[config.mk]
export PLATFORM = sky130hd
export DESIGN_NAME = dcm_lock_sequencer
export DESIGN_NICKNAME = d
export VERILOG_FILES = /design/src/rtl/dcm_seq_pkg.sv /design/src/rtl/dcm_lock_sequencer_bit_sync2.sv /design/src/rtl/dcm_lock_sequencer.sv
export SDC_FILE = /design/constraint.sdc
export NUM_CORES = 1
export LEC_CHECK = 0
export ABC_AREA = 1
export CELL_PAD_IN_SITES_DETAIL_PLACEMENT = 1
export CELL_PAD_IN_SITES_GLOBAL_PLACEMENT = 1
export CORE_UTILIZATION = 36
export DETAILED_ROUTE_END_ITERATION = 8
export PLACE_DENSITY = 0.79
export SLEW_MARGIN = 20
export SYNTH_ARGS = -nofsm -noshare
export SYNTH_HDL_FRONTEND = slang
export SYNTH_SLANG_ARGS = --single-unit
[constraint.sdc]
create_clock -name clock -period 1.6 [get_ports clock]
set_clock_uncertainty 0.2 [all_clocks]
set_input_delay 0.32 -clock clock [delete_from_list [all_inputs] [get_ports clock]]
set_output_delay 0.32 -clock clock [all_outputs]
set_load 0.01 [all_outputs]
[src/rtl/dcm_seq_pkg.sv]
// Shared types and constants for the DCM lock sequencer.
// State encoding and the retry counter width.
package dcm_seq_pkg;

  localparam int RetryW = 4;

  typedef enum logic [2:0] {
    HOLD      = 3'd0,
    WAIT_LOCK = 3'd1,
    SETTLE    = 3'd2,
    RUN       = 3'd3,
    FAIL      = 3'd4
  } state_t;

endpackage

[src/rtl/dcm_lock_sequencer_bit_sync2.sv]
// Two-flop synchronizer for a single asynchronous status bit.
// Synchronous active-high reset clears both stages to 0.
module bit_sync2 (
  input  logic clock,
  input  logic reset,
  input  logic d_i,
  output logic q_o
);

  logic s1_q;
  logic s2_q;

  // shift the async input through two flops
  always_ff @(posedge clock) begin
    if (reset) begin
      s1_q <= 1'b0;
      s2_q <= 1'b0;
    end else begin
      s1_q <= d_i;
      s2_q <= s1_q;
    end
  end

  assign q_o = s2_q;

endmodule

[src/rtl/dcm_lock_sequencer.sv]
// DCM bring-up sequencer: reset pulse, lock wait with retries,
// lock settle, and downstream reset release.
module dcm_lock_sequencer
  import dcm_seq_pkg::*;
#(
  parameter int CntSize       = 16,
  parameter int RstHoldCycles = 8,
  parameter int LockTimeout   = 50000,
  parameter int StableCycles  = 16,
  parameter int MaxRetries    = 3
) (
  input  logic              clock,
  input  logic              reset,
  input  logic              dcm_locked,
  input  logic              force_relock,
  output logic              dcm_reset,
  output logic              sys_reset,
  output logic              ready,
  output logic              fail,
  output logic              lock_lost,
  output logic [RetryW-1:0] retry_count
);

  localparam logic [CntSize-1:0] HoldLast =
    CntSize'(RstHoldCycles - 1);
  localparam logic [CntSize-1:0] ToLast =
    CntSize'(LockTimeout - 1);
  localparam logic [CntSize-1:0] StableLast =
    CntSize'(StableCycles - 1);
  localparam logic [RetryW-1:0] RetryMax =
    RetryW'(MaxRetries);

  logic locked_s;

  bit_sync2 u_lock_sync (
    .clock (clock),
    .reset (reset),
    .d_i   (dcm_locked),
    .q_o   (locked_s)
  );

  state_t              state_q, state_d;
  logic [CntSize-1:0]  cnt_q, cnt_d;
  logic [RetryW-1:0]   retry_q, retry_d;
  logic                lost_d;
  logic                retry_ev;
  logic                dcm_reset_q;
  logic                sys_reset_q;
  logic                ready_q;
  logic                fail_q;
  logic                lost_q;

  // next state: relock request wins over every lock event
  always_comb begin
    state_d  = state_q;
    cnt_d    = cnt_q;
    retry_d  = retry_q;
    lost_d   = 1'b0;
    retry_ev = 1'b0;
    if (force_relock && state_q != HOLD) begin
      state_d = HOLD;
      cnt_d   = '0;
      retry_d = '0;
    end else begin
      unique case (state_q)
        HOLD: begin
          if (cnt_q == HoldLast) begin
            state_d = WAIT_LOCK;
            cnt_d   = '0;
          end else begin
            cnt_d = cnt_q + CntSize'(1);
          end
        end
        WAIT_LOCK: begin
          if (locked_s) begin
            state_d = SETTLE;
            cnt_d   = '0;
          end else if (cnt_q == ToLast) begin
            retry_ev = 1'b1;
          end else begin
            cnt_d = cnt_q + CntSize'(1);
          end
        end
        SETTLE: begin
          if (!locked_s) begin
            retry_ev = 1'b1;
          end else if (cnt_q == StableLast) begin
            state_d = RUN;
            cnt_d   = '0;
          end else begin
            cnt_d = cnt_q + CntSize'(1);
          end
        end
        RUN: begin
          if (!locked_s) begin
            lost_d  = 1'b1;
            retry_d = '0;
            state_d = HOLD;
            cnt_d   = '0;
          end
        end
        FAIL: begin
          state_d = FAIL;
        end
        default: begin
          state_d = HOLD;
          cnt_d   = '0;
        end
      endcase
      if (retry_ev) begin
        cnt_d = '0;
        if (retry_q == RetryMax) begin
          state_d = FAIL;
        end else begin
          retry_d = retry_q + RetryW'(1);
          state_d = HOLD;
        end
      end
    end
  end

  // state, counter and outputs all move on the same edge
  always_ff @(posedge clock) begin
    if (reset) begin
      state_q     <= HOLD;
      cnt_q       <= '0;
      retry_q     <= '0;
      dcm_reset_q <= 1'b1;
      sys_reset_q <= 1'b1;
      ready_q     <= 1'b0;
      fail_q      <= 1'b0;
      lost_q      <= 1'b0;
    end else begin
      state_q     <= state_d;
      cnt_q       <= cnt_d;
      retry_q     <= retry_d;
      dcm_reset_q <= (state_d == HOLD) || (state_d == FAIL);
      sys_reset_q <= (state_d != RUN);
      ready_q     <= (state_d == RUN);
      fail_q      <= (state_d == FAIL);
      lost_q      <= lost_d;
    end
  end

  assign dcm_reset   = dcm_reset_q;
  assign sys_reset   = sys_reset_q;
  assign ready       = ready_q;
  assign fail        = fail_q;
  assign lock_lost   = lost_q;
  assign retry_count = retry_q;

endmodule
==> impl_metrics.py, run 1 <==
metrics = {
    "status": {
        "status": "complete, but fails checks",
        "violations": "negative setup slack",
    },
    "sta": {
        "postLayoutSetupSlackWorst_ns": -0.2982,
        "timing.final.setup_violations": 26,
        "finalMaxSlewViolations": 0,
        "period_share_pct": 118.6,
        "rsz0062_at_grt": "true",
        "fmax_mhz": 526.8,
        "worst_pin_slew_ns": 0.4044,
        "hold_viol": 0,
        "period_needed_ns": 1.898,
        "hold_ws_ns": 0.2049,
        "slew_headroom_pct": 73.01,
    },
    "hold_path": {
        "worstHoldPathType": "flip-flop to flip-flop",
        "hold_depth": 2,
    },
    "clock_network": {
        "hold_buffers": 0,
        "cts_root_buf": "clkbuf_8",
        "cts_sinks": 30,
        "path_clk_slew_ns": 0.07,
        "worstSkewPairLatency_ns": 0.29,
        "cts_tree": "built",
        "cts_buffers": 5,
        "h-tree-depth": 2,
        "clk_path_buf_depth": 2,
    },
    "setup_path": {
        "worstPathMaxFanout": 8,
        "critPathLaunchType": "flip-flop",
        "regToRegSetupSlack_ns": -0.30,
        "required_ns": 1.57,
        "worstSetupPathType": "flip-flop to flip-flop",
        "end_kind": "flip-flop",
        "timing.critical_path.arrival_ns": 1.87,
        "reg2reg_depth": 10,
    },
    "job": {
        "drv_cap": 0,
    },
    "power_and_ir_drop": {
        "power_density_nw_per_um2": 546.9,
        "p_leak_nw": 1.208,
        "clkPwrFrac_pct": 40.2,
        "comb_power_share_pct": 7.9,
        "vdd_ir_drop_max_uv": 746.0,
        "swShare_pct": 25.78,
        "p_sw_mw": 0.3835,
        "power.internal_mw": 1.104,
        "power_frac_seq_pct": 51.9,
    },
    "route": {
        "wl_met3_um": 393,
        "drt-met1-wl_um": 2740,
        "postRouteAntennaNets": 0,
        "drt-total-wl_um": 7115,
        "first_pass_iters": 4,
        "drc": 0,
        "wire_per_inst_um": 18.24,
        "dr_wl_met2_um": 3784,
        "top_layer": "met4",
        "drtIter0Drc": 171,
        "viasPerCell": 5.428,
        "num_vias": 2117,
    },
    "synth": {
        "syn_area_per_cell_um2": 6.325,
        "syn_inst": 272,
        "syn_area_um2": 1720,
        "ys_seq_area_share_pct": 34.91,
        "yosysUniqueCellTypes": 28,
        "yosys_warnings": 0,
        "synthesis.nets": 278,
        "ys_ff_latch": 30,
    },
    "cells_and_area": {
        "final_common_cell": "nand2_1",
        "final_util_pct": 60.79,
        "final_cell_mix": "52 x nand2_1, 43 x inv_1, 40 x buf_4",
        "area_growth_pct": 58.11,
        "drive_gt1_share_pct": 39.05,
        "antenna_cells": 0,
        "nets": 344,
    },
    "global_routing": {
        "grt_overflow": 0,
        "grt_pass1_wl_um": 10900,
        "antenna_found_initial": 0,
        "track_usage_pct": 29.00,
        "grt_pass1_vias": 2260,
        "grt_max_degree": 11,
    },
    "placement": {
        "dp_hpwl_um": 4108,
        "post-place-ws_ns": -0.1971,
        "globalplace.congestion": 0.8276,
        "place.port_buffers": 12,
    },
    "floorplanning": {
        "rows": 24,
        "core_area_um2": 4474,
        "die-area_um2": 5059,
        "die_y_um": 71.13,
        "io_pins": 13,
        "start_util_pct": 38.45,
        "die_x_um": 71.13,
    },
}
==> cell type report <==
type                       instances  area (µm²)
inverter                          46       177.7
fill                             567        1754
clock inverter                     2       10.01
timing repair buffer              62       555.5
clock buffer                       5       68.82
sequential                        30       609.3
multi-input combinational        193        1234
tap                               52       65.06
==> power by group through the flow <==
stage	logic, mW	clock network, mW	registers, mW
4_1_cts	0.104	0.596	0.770
5_1_grt	0.126	0.633	0.773
2_1_floorplan	0.0495	0	0.785
3_3_place_gp	0.0916	0	0.784
3_5_place_dp	0.0948	0	0.786
6_report	0.117	0.598	0.772
==> cell families (layout without fill, tap and decap cells) <==
| kind of cell | after synthesis | after routing | synth area share (%) |
|---|---|---|---|
| and+or+nand+nor | 174 | 175 | 46.47 |
| buffers and inverters | 50 | 115 | 11.64 |
| DFF | 30 | 30 | 34.91 |
| AOI/OAI and AO/OA | 13 | 13 | 4.000 |
| xor gates and xnor gates | 3 | 3 | 1.528 |
| adders and majority gates | 2 | 2 | 1.454 |
==> synthesized netlist by cell type <==
cell      instances  share of area (%)
nand2_1          71                 15
inv_1            43                9.4
nor2_1           42                9.2
dfxtp_1          30                 35
nand3_1          26                7.6
nand4_1          13                4.7
nor3_1            6                1.7
a21oi_1           5                1.5
o21ai_0           5                1.5
nor2_2            4                1.5
inv_2             3               0.65
nand3_2           3                1.7
ha_1              2                1.5
nand2_4           2                1.3
nand3b_1          2               0.87
nor2_4            2                1.3
xor2_1            2                1.0
buf_2             1               0.29
buf_4             1               0.44
buf_6             1               0.65
clkbuf_1          1               0.22
nand2_2           1               0.36
nor4_1            1               0.36
o21ai_1           1               0.29
o21bai_1          1               0.44
o22ai_1           1               0.36
or2_0             1               0.36
xnor2_1           1               0.51
==> per-stage QoR <==
step	TNS (ns)	std cells	power, mW	area [µm²]
detailed placement	-3.357	375	0.8805	2242
global route	-7.368	390	1.531	2720
CTS	-2.944	388	1.471	2597
floorplan	0	272	0.8342	1749
finish	-5.903	390	1.488	2720
global placement	-2.676	375	0.8760	2242
==> worst paths after layout <==
path,startpoint,end
worst max-delay path,cnt_q[1],cnt_q[1]
worst min register to register,u_lock_sync.s1_q,u_lock_sync.q_o
worst min-delay path,u_lock_sync.s1_q,u_lock_sync.q_o
worst max register to register,cnt_q[1],cnt_q[1]
==> flip-flops by register name, indices dropped and copies added, names as in the netlist <==
| signal | count |
|---|---|
| fail | 1 |
| cnt_q | 16 |
| ready | 1 |
| sys_reset | 1 |
| state_q | 3 |
| retry_count | 4 |
| dcm_reset | 1 |
| u_lock_sync.q_o | 1 |
| u_lock_sync.s1_q | 1 |
| lock_lost | 1 |
==> metal layers <==
layer | global-route usage (%) | vias up
li1 | - | 986
met1 | 31.03 | 1032
met2 | 54.06 | 81
met3 | 5.556 | 18
met4 | 14.67 | 0
met5 | 0 | -
==> worst max-delay path, stage by stage, from the launching register on <==
cell and delay (ns):
dfxtp_2 0.36, ha_4 0.17, nand3_4 0.11, buf_12 0.15
nor2_4 0.11, nand2_2 0.08, nand2_2 0.08, nand3_4 0.14
buf_4 0.18, nand4_1 0.08, a21oi_1 0.10
==> repair_timing <==
item / CTS / global route
endpoints found under the setup margin: 34 / 27
gates cloned: 2 / 0
endpoints found under the hold margin: 0 / 0
setup buffers: 4 / 2
pin swaps: 13 / 11
resized for setup: 65 / 31
Note: power is estimated with default switching activity, not from simulation.
==> run 2: changes to the inputs <==
--- a/config.mk
+++ b/config.mk
@@ -6,10 +6,12 @@
 export NUM_CORES = 1
 export LEC_CHECK = 0
 export ABC_AREA = 1
+export CAP_MARGIN = 25
 export CELL_PAD_IN_SITES_DETAIL_PLACEMENT = 1
 export CELL_PAD_IN_SITES_GLOBAL_PLACEMENT = 1
 export CORE_UTILIZATION = 36
 export DETAILED_ROUTE_END_ITERATION = 8
+export HOLD_SLACK_MARGIN = 0.03
 export PLACE_DENSITY = 0.79
 export SLEW_MARGIN = 20
 export SYNTH_ARGS = -nofsm -noshare
==> results of run 2 <==
Same layout as run 1: the final DEF is identical, and so are final timing and power.
==> run 3: changes to the inputs <==
--- a/config.mk
+++ b/config.mk
@@ -11,6 +11,7 @@
 export CELL_PAD_IN_SITES_GLOBAL_PLACEMENT = 1
 export CORE_UTILIZATION = 36
 export DETAILED_ROUTE_END_ITERATION = 8
+export GPL_TIMING_DRIVEN = 0
 export HOLD_SLACK_MARGIN = 0.03
 export PLACE_DENSITY = 0.79
 export SLEW_MARGIN = 20
==> impl_metrics.py, run 3 (same netlist as run 1, synthesis figures left out) <==
metrics = {
    "cells_and_area": {
        "final_cell_mix": "63 x nand2_1, 40 x inv_1, 27 x nor2_1",
        "final_util_pct": 56.80,
        "nets": 311,
        "stdcell_area_um2": 2541,
        "antenna_cells": 0,
        "area_growth_pct": 47.71,
        "drive_gt1_share_pct": 33.99,
        "registers.top_by_ff_count": "cnt_q",
        "final_common_cell": "nand2_1",
        "largest_reg_flops": 16,
    },
    "power_and_ir_drop": {
        "power_density_nw_per_um2": 733.7,
        "vdd_ir_drop_max_uv": 630.4,
        "p_leak_nw": 1.075,
        "power_mw": 1.865,
    },
    "setup_path": {
        "required_ns": 1.61,
        "end_kind": "flip-flop",
        "reg2reg_depth": 11,
        "regToRegSetupSlack_ns": -0.26,
        "timing.critical_path.arrival_ns": 1.86,
        "cp_slowest_cell": "dfxtp_4",
        "critPathLaunchType": "flip-flop",
        "reg2reg_from": "cnt_q[8]",
        "worstSetupPathType": "flip-flop to flip-flop",
        "cp_slowest_stage_delay_ns": 0.39,
        "worstPathMaxFanout": 8,
        "r2r-end": "state_q[2]",
        "path_cells": "nand2_1 -> inv_1 -> nand2_1 -> nor2_4 -> nand3_2 -> nand2_4 -> nand2_8 -> buf_8 -> nand2_4 -> o21ai_4 -> nor3_2",
    },
    "sta": {
        "timing.final.setup_violations": 26,
        "worst_pin_slew_ns": 0.4706,
        "period_share_pct": 116.1,
        "period_needed_ns": 1.858,
        "fmax_mhz": 538.2,
        "finalMaxSlewViolations": 0,
        "slew_headroom_pct": 68.63,
        "hold_viol": 0,
        "hold_ws_ns": 0.2251,
        "postLayoutSetupSlackWorst_ns": -0.2581,
        "rsz0062_at_grt": "true",
    },
    "placement": {
        "place.port_buffers": 11,
        "postPlaceCellArea_um2": 1924,
        "dp_hpwl_um": 3528,
        "post-place-ws_ns": -0.3676,
        "globalplace.congestion": 0.8403,
    },
    "route": {
        "postRouteAntennaNets": 0,
        "viasPerCell": 5.425,
        "wl_met3_um": 311,
        "drc": 0,
        "drt-met1-wl_um": 2568,
        "num_vias": 1942,
        "drtIter0Drc": 71,
        "first_pass_iters": 4,
        "dr_wl_met2_um": 3342,
        "top_layer": "met4",
        "wire_per_inst_um": 17.78,
        "drt-total-wl_um": 6367,
    },
    "floorplanning": {
        "die-area_um2": 5059,
        "core_area_um2": 4474,
        "die_x_um": 71.13,
        "die_y_um": 71.13,
        "rows": 24,
        "io_pins": 13,
        "start_util_pct": 38.45,
    },
    "status": {
        "violations": "negative setup slack",
        "status": "complete, but fails checks",
    },
    "global_routing": {
        "grt_max_degree": 11,
        "grt_pass1_wl_um": 9356,
        "antenna_found_initial": 0,
        "grt_pass1_vias": 1972,
        "track_usage_pct": 23.95,
        "grt_overflow": 0,
    },
    "clock_network": {
        "cts_sinks": 30,
        "cts_buffers": 5,
        "clk_path_buf_depth": 2,
        "cts_tree": "built",
        "h-tree-depth": 2,
        "cts_root_buf": "clkbuf_8",
        "worstSkewPairLatency_ns": 0.29,
        "path_clk_slew_ns": 0.07,
    },
    "hold_path": {
        "hold_path_end": "u_lock_sync.q_o",
        "worstHoldPathType": "flip-flop to flip-flop",
        "hp-start": "u_lock_sync.s1_q",
        "hold_depth": 2,
    },
    "job": {
        "drv_cap": 0,
    },
}
## run 3: cell types whose count changed in the layout (fill, tap and decap cells not counted), moves of 3 or more
cell / change
nand2_2: -11
o21ai_2: +3
buf_6: -5
dfxtp_4: +4
dfxtp_2: +4
nand2_1: +11
inv_1: -3
buf_4: -28
dfxtp_1: -8
## run 3: repair_timing
action                                  CTS  global route
endpoints found under the setup margin   35            26
gates cloned                              1             1
resized for setup                        56            53
pin swaps                                12            13
setup buffers                             8             5
hold buffers                              0             0
## run 3: stage by stage
| step | setup TNS, ns | std cells |
|---|---|---|
| global placement | -5.692 | 335 |
| floorplan | 0 | 272 |
| finish | -4.491 | 358 |
| detailed placement | -6.460 | 335 |
| global route | -6.794 | 358 |
| CTS | -3.299 | 352 |
## run 3: worst max path at each step
stage	from	depth (start not counted)	to	slack, ns
2_1_floorplan	cnt_q[1]	11	cnt_q[12]	0.009
3_5_place_dp	force_relock	8	cnt_q[4]	-0.37
3_3_place_gp	force_relock	8	cnt_q[15]	-0.33
4_1_cts	cnt_q[0]	10	fail	-0.17
5_1_grt	cnt_q[8]	11	state_q[2]	-0.34
6_report	cnt_q[8]	11	state_q[2]	-0.26
## run 3: layout make-up
| cell class | instances | area [µm²] |
|---|---|---|
| multi-input combinational | 192 | 1221 |
| clock inverter | 2 | 60.06 |
| inverter | 46 | 185.2 |
| fill | 568 | 1933 |
| buffer | 4 | 45.04 |
| clock buffer | 6 | 82.58 |
| tap | 52 | 65.06 |
| sequential | 30 | 629.4 |
| timing repair buffer | 26 | 252.7 |
## run 3: power breakdown
part / switching (mW) / internal (mW) / total [mW] / leakage, nW
clock network: 0.325 / 0.664 / 0.989 / 0.0714
logic: 0.0611 / 0.0489 / 0.110 / 0.752
registers: 0.0131 / 0.752 / 0.766 / 0.251
## run 3: worst max-delay path, delay by kind of cell, from the launching register on
| kind | cells | cell delay [ns] |
|---|---|---|
| and+or+nand+nor | 8 | 0.86 |
| DFF | 1 | 0.39 |
| AOI/OAI and AO/OA | 1 | 0.06 |
| buffers and inverters | 2 | 0.26 |
## run 3: routing by layer
layer	GRT usage [%]	up-vias
li1	-	924
met1	28.76	948
met2	43.59	54
met3	3.561	16
met4	8.000	0
met5	0	-
